--- src/rtl/mem_access_ctrl.sv ---
// Memory-access controller in front of the byte-lane data RAM: drives lane-replicated
// stores, splits misaligned half/word accesses into byte beats and returns extended loads.
module mem_access_ctrl (
  input  logic        clk,
  input  logic        rst_n,
  input  logic        req_valid,
  output logic        req_ready,
  input  logic        req_we,
  input  logic [1:0]  req_size,
  input  logic        req_unsigned,
  input  logic [31:0] req_addr,
  input  logic [31:0] req_wdata,
  output logic        resp_valid,
  output logic [31:0] resp_rdata,
  output logic        resp_err,
  output logic        resp_split,
  output logic        ram_we,
  output logic [2:0]  ram_mode,
  output logic [31:0] ram_address,
  output logic [31:0] ram_wdata,
  input  logic [31:0] ram_rdata
);

  typedef enum logic [1:0] {
    ST_IDLE  = 2'd0,
    ST_ISSUE = 2'd1,
    ST_RESP  = 2'd2
  } state_t;

  typedef struct packed {
    logic        we;
    logic [2:0]  mode;
    logic [31:0] address;
    logic [31:0] wdata;
  } ram_cmd_t;

  localparam ram_cmd_t CMD_IDLE = '{we: 1'b0, mode: 3'b100, address: 32'd0, wdata: 32'd0};

  state_t      state_r, state_nxt;
  logic        we_r;
  logic [1:0]  size_r;
  logic        uns_r;
  logic        split_r;
  logic [31:0] addr_r;
  logic [31:0] wdata_r;
  logic [1:0]  beat_r;
  logic [1:0]  last_r;
  logic [31:0] buf_r;
  ram_cmd_t    cmd_r, cmd_nxt;
  logic        ready_r;
  logic        resp_valid_r, resp_valid_nxt;
  logic [31:0] resp_rdata_r, resp_rdata_nxt;
  logic        resp_err_r, resp_err_nxt;
  logic        resp_split_r, resp_split_nxt;
  logic        accept_s;
  logic        mis_s;
  logic [31:0] asm_s;

  // RAM command for one beat; split beats are single bytes walking up from the base address.
  function automatic ram_cmd_t beat_cmd(input logic        we,
                                        input logic [1:0]  size,
                                        input logic        split,
                                        input logic [31:0] addr,
                                        input logic [31:0] wdata,
                                        input logic [1:0]  beat);
    ram_cmd_t    cmd;
    logic [31:0] sel;
    sel    = wdata >> {beat, 3'b000};
    cmd.we = we;
    if (split) begin
      cmd.address = addr + {30'd0, beat};
      cmd.mode    = 3'b001;
      cmd.wdata   = {4{sel[7:0]}};
    end else begin
      cmd.address = addr;
      case (size)
        2'b00: begin
          cmd.mode  = 3'b001;
          cmd.wdata = {4{wdata[7:0]}};
        end
        2'b01: begin
          cmd.mode  = 3'b010;
          cmd.wdata = {2{wdata[15:0]}};
        end
        default: begin
          cmd.mode  = 3'b100;
          cmd.wdata = wdata;
        end
      endcase
    end
    return cmd;
  endfunction

  // The RAM already sign-extends aligned byte/half reads; split results are extended here.
  function automatic logic [31:0] load_result(input logic [1:0]  size,
                                              input logic        uns,
                                              input logic        split,
                                              input logic [31:0] raw);
    logic [31:0] res;
    case (size)
      2'b00: begin
        if (uns) begin
          res = {24'd0, raw[7:0]};
        end else if (split) begin
          res = {{24{raw[7]}}, raw[7:0]};
        end else begin
          res = raw;
        end
      end
      2'b01: begin
        if (uns) begin
          res = {16'd0, raw[15:0]};
        end else if (split) begin
          res = {{16{raw[15]}}, raw[15:0]};
        end else begin
          res = raw;
        end
      end
      default: res = raw;
    endcase
    return res;
  endfunction

  // Next-state, next RAM command and next response values.
  always_comb begin
    state_nxt      = state_r;
    cmd_nxt        = CMD_IDLE;
    accept_s       = 1'b0;
    resp_valid_nxt = 1'b0;
    resp_rdata_nxt = 32'd0;
    resp_err_nxt   = 1'b0;
    resp_split_nxt = 1'b0;
    mis_s          = ((req_size == 2'b01) && req_addr[0]) ||
                     ((req_size == 2'b10) && (req_addr[1:0] != 2'b00));
    asm_s          = buf_r;
    asm_s[{beat_r, 3'b000} +: 8] = ram_rdata[7:0];
    case (state_r)
      ST_IDLE: begin
        if (req_valid) begin
          accept_s = 1'b1;
          if (req_size == 2'b11) begin
            state_nxt      = ST_RESP;
            resp_valid_nxt = 1'b1;
            resp_err_nxt   = 1'b1;
          end else begin
            state_nxt = ST_ISSUE;
            cmd_nxt   = beat_cmd(req_we, req_size, mis_s, req_addr, req_wdata, 2'd0);
          end
        end else begin
          state_nxt = ST_IDLE;
        end
      end
      ST_ISSUE: begin
        if (beat_r == last_r) begin
          state_nxt      = ST_RESP;
          resp_valid_nxt = 1'b1;
          resp_split_nxt = split_r;
          if (we_r) begin
            resp_rdata_nxt = 32'd0;
          end else begin
            resp_rdata_nxt = load_result(size_r, uns_r, split_r, split_r ? asm_s : ram_rdata);
          end
        end else begin
          state_nxt = ST_ISSUE;
          cmd_nxt   = beat_cmd(we_r, size_r, split_r, addr_r, wdata_r, beat_r + 2'd1);
        end
      end
      ST_RESP: state_nxt = ST_IDLE;
      default: state_nxt = ST_IDLE;
    endcase
  end

  // State, request latch, beat/assembly tracking and registered outputs.
  always_ff @(posedge clk or negedge rst_n) begin
    if (!rst_n) begin
      state_r      <= ST_IDLE;
      we_r         <= 1'b0;
      size_r       <= 2'b00;
      uns_r        <= 1'b0;
      split_r      <= 1'b0;
      addr_r       <= 32'd0;
      wdata_r      <= 32'd0;
      beat_r       <= 2'd0;
      last_r       <= 2'd0;
      buf_r        <= 32'd0;
      cmd_r        <= CMD_IDLE;
      ready_r      <= 1'b1;
      resp_valid_r <= 1'b0;
      resp_rdata_r <= 32'd0;
      resp_err_r   <= 1'b0;
      resp_split_r <= 1'b0;
    end else begin
      state_r      <= state_nxt;
      cmd_r        <= cmd_nxt;
      ready_r      <= (state_nxt == ST_IDLE);
      resp_valid_r <= resp_valid_nxt;
      resp_rdata_r <= resp_rdata_nxt;
      resp_err_r   <= resp_err_nxt;
      resp_split_r <= resp_split_nxt;
      if (accept_s) begin
        we_r    <= req_we;
        size_r  <= req_size;
        uns_r   <= req_unsigned;
        split_r <= mis_s;
        addr_r  <= req_addr;
        wdata_r <= req_wdata;
        beat_r  <= 2'd0;
        buf_r   <= 32'd0;
        last_r  <= mis_s ? ((req_size == 2'b01) ? 2'd1 : 2'd3) : 2'd0;
      end else if (state_r == ST_ISSUE) begin
        beat_r <= beat_r + 2'd1;
        if (split_r && !we_r) begin
          buf_r <= asm_s;
        end
      end
    end
  end

  assign req_ready   = ready_r;
  assign resp_valid  = resp_valid_r;
  assign resp_rdata  = resp_rdata_r;
  assign resp_err    = resp_err_r;
  assign resp_split  = resp_split_r;
  assign ram_we      = cmd_r.we;
  assign ram_mode    = cmd_r.mode;
  assign ram_address = cmd_r.address;
  assign ram_wdata   = cmd_r.wdata;

endmodule

--- config.mk ---
export PLATFORM = sky130hd
export DESIGN_NAME = mem_access_ctrl
export DESIGN_NICKNAME = d
export VERILOG_FILES = /design/src/rtl/mem_access_ctrl.sv
export SDC_FILE = /design/constraint.sdc
export NUM_CORES = 1
export LEC_CHECK = 0
export CAP_MARGIN = 20
export CELL_PAD_IN_SITES_DETAIL_PLACEMENT = 1
export CELL_PAD_IN_SITES_GLOBAL_PLACEMENT = 1
export CORE_AREA = 2 2 171 173
export DETAILED_ROUTE_END_ITERATION = 16
export DIE_AREA = 0 0 173 175
export PLACE_DENSITY = 0.85
export SYNTH_ARGS = -nofsm -noshare
export SYNTH_HDL_FRONTEND = slang
export SYNTH_SLANG_ARGS = --single-unit
--- constraint.sdc ---
create_clock -name clk -period 2.4 [get_ports clk]
set_clock_uncertainty 0.15 [all_clocks]
set_input_delay 0.36 -clock clk [delete_from_list [all_inputs] [get_ports clk]]
set_output_delay 0.36 -clock clk [all_outputs]
set_load 0.03 [all_outputs]
==> impl_metrics.py <==
metrics = {
    "route": {
        "drtAntennaViolNets": 0,
        "drt-total-wl_mm": 35.43,
        "drtIter0Drc": 591,
        "firstDrtPassIters": 5,
        "avgViaCountPerCell": 5.432,
        "wl_per_cell_um": 20.98,
        "drc": 0,
        "vias": 9174,
    },
    "worst_setup_path": {
        "worstPathArrival_ns": 2.57,
        "crit_path_top_delay_cell": "dfrtp_2",
        "critPathLaunchType": "flip-flop",
        "cp_max_fo": 4,
        "slowest_delay_ns": 0.42,
        "worstSetupEndpointType": "flip-flop",
        "crit_chain": "inv_4, ha_4, ha_1, a21oi_2, buf_4, nor4_4, nand3_1, xor2_1, o21ai_0",
        "worstSetupPathType": "reg2reg",
        "critPathRequiredTime_ns": 2.63,
    },
    "sta": {
        "hold_violations": 0,
        "tightest_slew_ns": 0.6537,
        "fmax_mhz": 426.3,
        "finalSetupViolCount": 0,
        "period_share": 0.9774,
        "slew_headroom": 0.5626,
        "slew_viol_final": 0,
        "period_minus_slack_ns": 2.346,
    },
    "global_route": {
        "grt_max_degree": 57,
        "antenna_found_initial": 4,
        "grt_overflow": 0,
        "grtUsageTotal": 0.2298,
        "grt_pass1_wl_mm": 55.70,
        "first_global_vias": 10000,
    },
    "yosys": {
        "ys_seq_elements": 209,
        "synth_top_area_frac": 0.5269,
        "synth_ff_type": "dfrtp_1",
        "yosysUniqueCellTypes": 57,
        "synth_edf_count": 0,
        "synth.yosys.seq_area_share": 0.5322,
        "ys_top_cells_by_area": "dfrtp_1, nand2_1, o21ai_0, nor2_1, a22oi_1",
        "syn_area_per_cell_um2": 9.463,
        "async_flop_share": 1.000,
        "synth_fp_nets": 1150,
        "synth_warnings": 0,
        "netlist_area_um2": 9832,
        "postSynthCellCount": 1039,
        "yosysTopAreaCell": "dfrtp_1",
    },
    "cells_and_area": {
        "final_common_cell": "nand2_1",
        "nNetsFinal": 1398,
        "syn2layout_area_growth_pct": 41.22,
        "final_layout_size_suffix_gt1_frac": 0.1366,
        "regArea_um2": 5235,
        "fin_area_um2": 13880,
        "final-instance-count-excl-fill": 1689,
        "mostFrequentLayoutCells": "nand2_1, dfrtp_1, clkdlybuf4s50_1, o21ai_0, nor2_1",
        "multi_input_area_um2": 4479,
        "fill_cells": 3181,
    },
    "die": {
        "die_width_um": 173,
        "die_area_um2": 30280,
        "initial_core_util": 0.3463,
        "io_pins": 207,
        "rows": 62,
        "core_um2": 28390,
        "die_h_um": 175,
    },
    "pwr": {
        "powerDensity_nw_per_um2": 1290,
        "p_leak_nw": 6.145,
        "total_power_mw": 17.91,
        "peakVddDrop_v": 0.0005899,
    },
    "placement": {
        "placed_area_um2": 12790,
        "placed_cells": 1632,
        "numPortBuffers": 206,
        "place_congestion": 0.8616,
        "hpwlAfterDp_mm": 24.31,
    },
    "cts": {
        "clock_sinks": 209,
        "cts_buffers": 25,
        "cts_tree": "yes",
        "clock_path_buffers": 3,
        "clkTransAtPathRegs_ns": 0.06,
        "clock_latency_ns": 0.52,
        "root_buffer": "clkbuf_16",
        "htree_levels": 1,
    },
    "status": {
        "status": "finished clean",
    },
    "hold_path": {
        "hold_path_class": "in2async",
    },
    "run": {
        "maxCapViolCount": 0,
    },
}
-- cell usage after synthesis (7+ instances only) --
cell type,count
a211oi_1,25
a21oi_1,10
a22o_1,11
a22oi_1,31
and3_1,7
buf_2,8
clkbuf_1,48
dfrtp_1,207
ha_1,7
inv_1,12
mux2_2,14
mux2i_1,19
mux4_2,8
nand2_1,278
nand3_1,12
nand4_1,11
nor2_1,67
nor2b_1,33
nor3_1,26
o21ai_0,80
o22ai_1,26
xnor2_1,11
xor2_1,20
-- layout make-up --
| class | count | share of cell area |
|---|---|---|
| diodes | 2 | 0.0003605 |
| clock buffers | 34 | 0.05326 |
| clock inverters | 9 | 0.009282 |
| inverters | 14 | 0.003965 |
| multi-input cells | 757 | 0.3226 |
| flip-flops and latches | 209 | 0.3770 |
| well taps | 384 | 0.03460 |
| repair buffers | 280 | 0.1989 |
-- through the flow --
| stage | worst slack [ns] | util | hold slack (ns) | setup TNS, ns |
|---|---|---|---|---|
| final | 0.05426 | 0.4890 | 0.1983 | 0 |
| after global routing | -0.02881 | 0.4889 | 0.2395 | -0.03523 |
| after CTS | -0.03351 | 0.4826 | 0.2012 | -0.1231 |
| after detailed placement | -0.2565 | 0.4505 | 0.1829 | -1.746 |
| after global placement | -0.1273 | 0.4505 | 0.1851 | -0.4431 |
| after floorplan | -0.0004132 | - | -0.08559 | -0.0004132 |
-- layer usage --
layer | wire, um | GRT usage | vias to the layer above
met4 | 1294 | 0.08686 | 4
met2 | 17550 | 0.3973 | 318
met3 | 1902 | 0.03481 | 79
li1 | - | - | 4095
met1 | 14650 | 0.2911 | 4678
met5 | 27 | 0 | -
-- cells by family after synthesis --
family,synth area share
compound gates,0.1383
fa+ha+maj,0.01094
simple gates,0.2083
mux,0.05370
flops,0.5322
xor+xnor,0.02762
buf+inv,0.02889
-- worst max-delay path: cells and delay by family (launching register included) --
family / cells / cell delay, ns
compound gates: 2 / 0.21
xor+xnor: 1 / 0.25
fa+ha+maj: 2 / 0.52
buf+inv: 2 / 0.25
flops: 1 / 0.42
simple gates: 2 / 0.41
-- worst paths after layout --
kind,start,endpoint,slack (ns),cells past startpoint
worst max-delay path,beat_r[0],ram_address[21],0.05,9
worst min-delay path,rst_n,ram_address[13],0.20,2
worst max register to register,beat_r[0],ram_address[21],0.05,9
worst min register to register,buf_r[25],buf_r[25],0.34,2
max in group asynchronous,rst_n,last_r[0],1.17,3
min in group clk,ram_rdata[18],resp_rdata[18],0.26,3
-- flip-flops by register name, indices dropped and copies added (netlist names), 2 cells and up --
signal / count
addr_r: 32
beat_r: 2
size_r: 2
ram_wdata: 32
buf_r: 32
resp_rdata: 32
ram_mode: 3
ram_address: 32
wdata_r: 32
last_r: 2
-- timing repair --
item / CTS / global route
buffers inserted: 0 / 11
endpoints found under the hold margin: 42 / 0
resized for setup: 8 / 26
hold buffers: 1 / 0
pin swaps: 2 / 7
endpoints found under the setup margin: 22 / 45
-- power by group --
group	switching [mW]	internal, mW	leakage (nW)	total, mW
registers	1.01	4.73	2.74	5.74
logic	4.84	3.32	2.98	8.16
clock network	1.53	2.47	0.426	4.00
total	7.38	10.5	6.15	17.9
(Power assumes the default switching activity.)
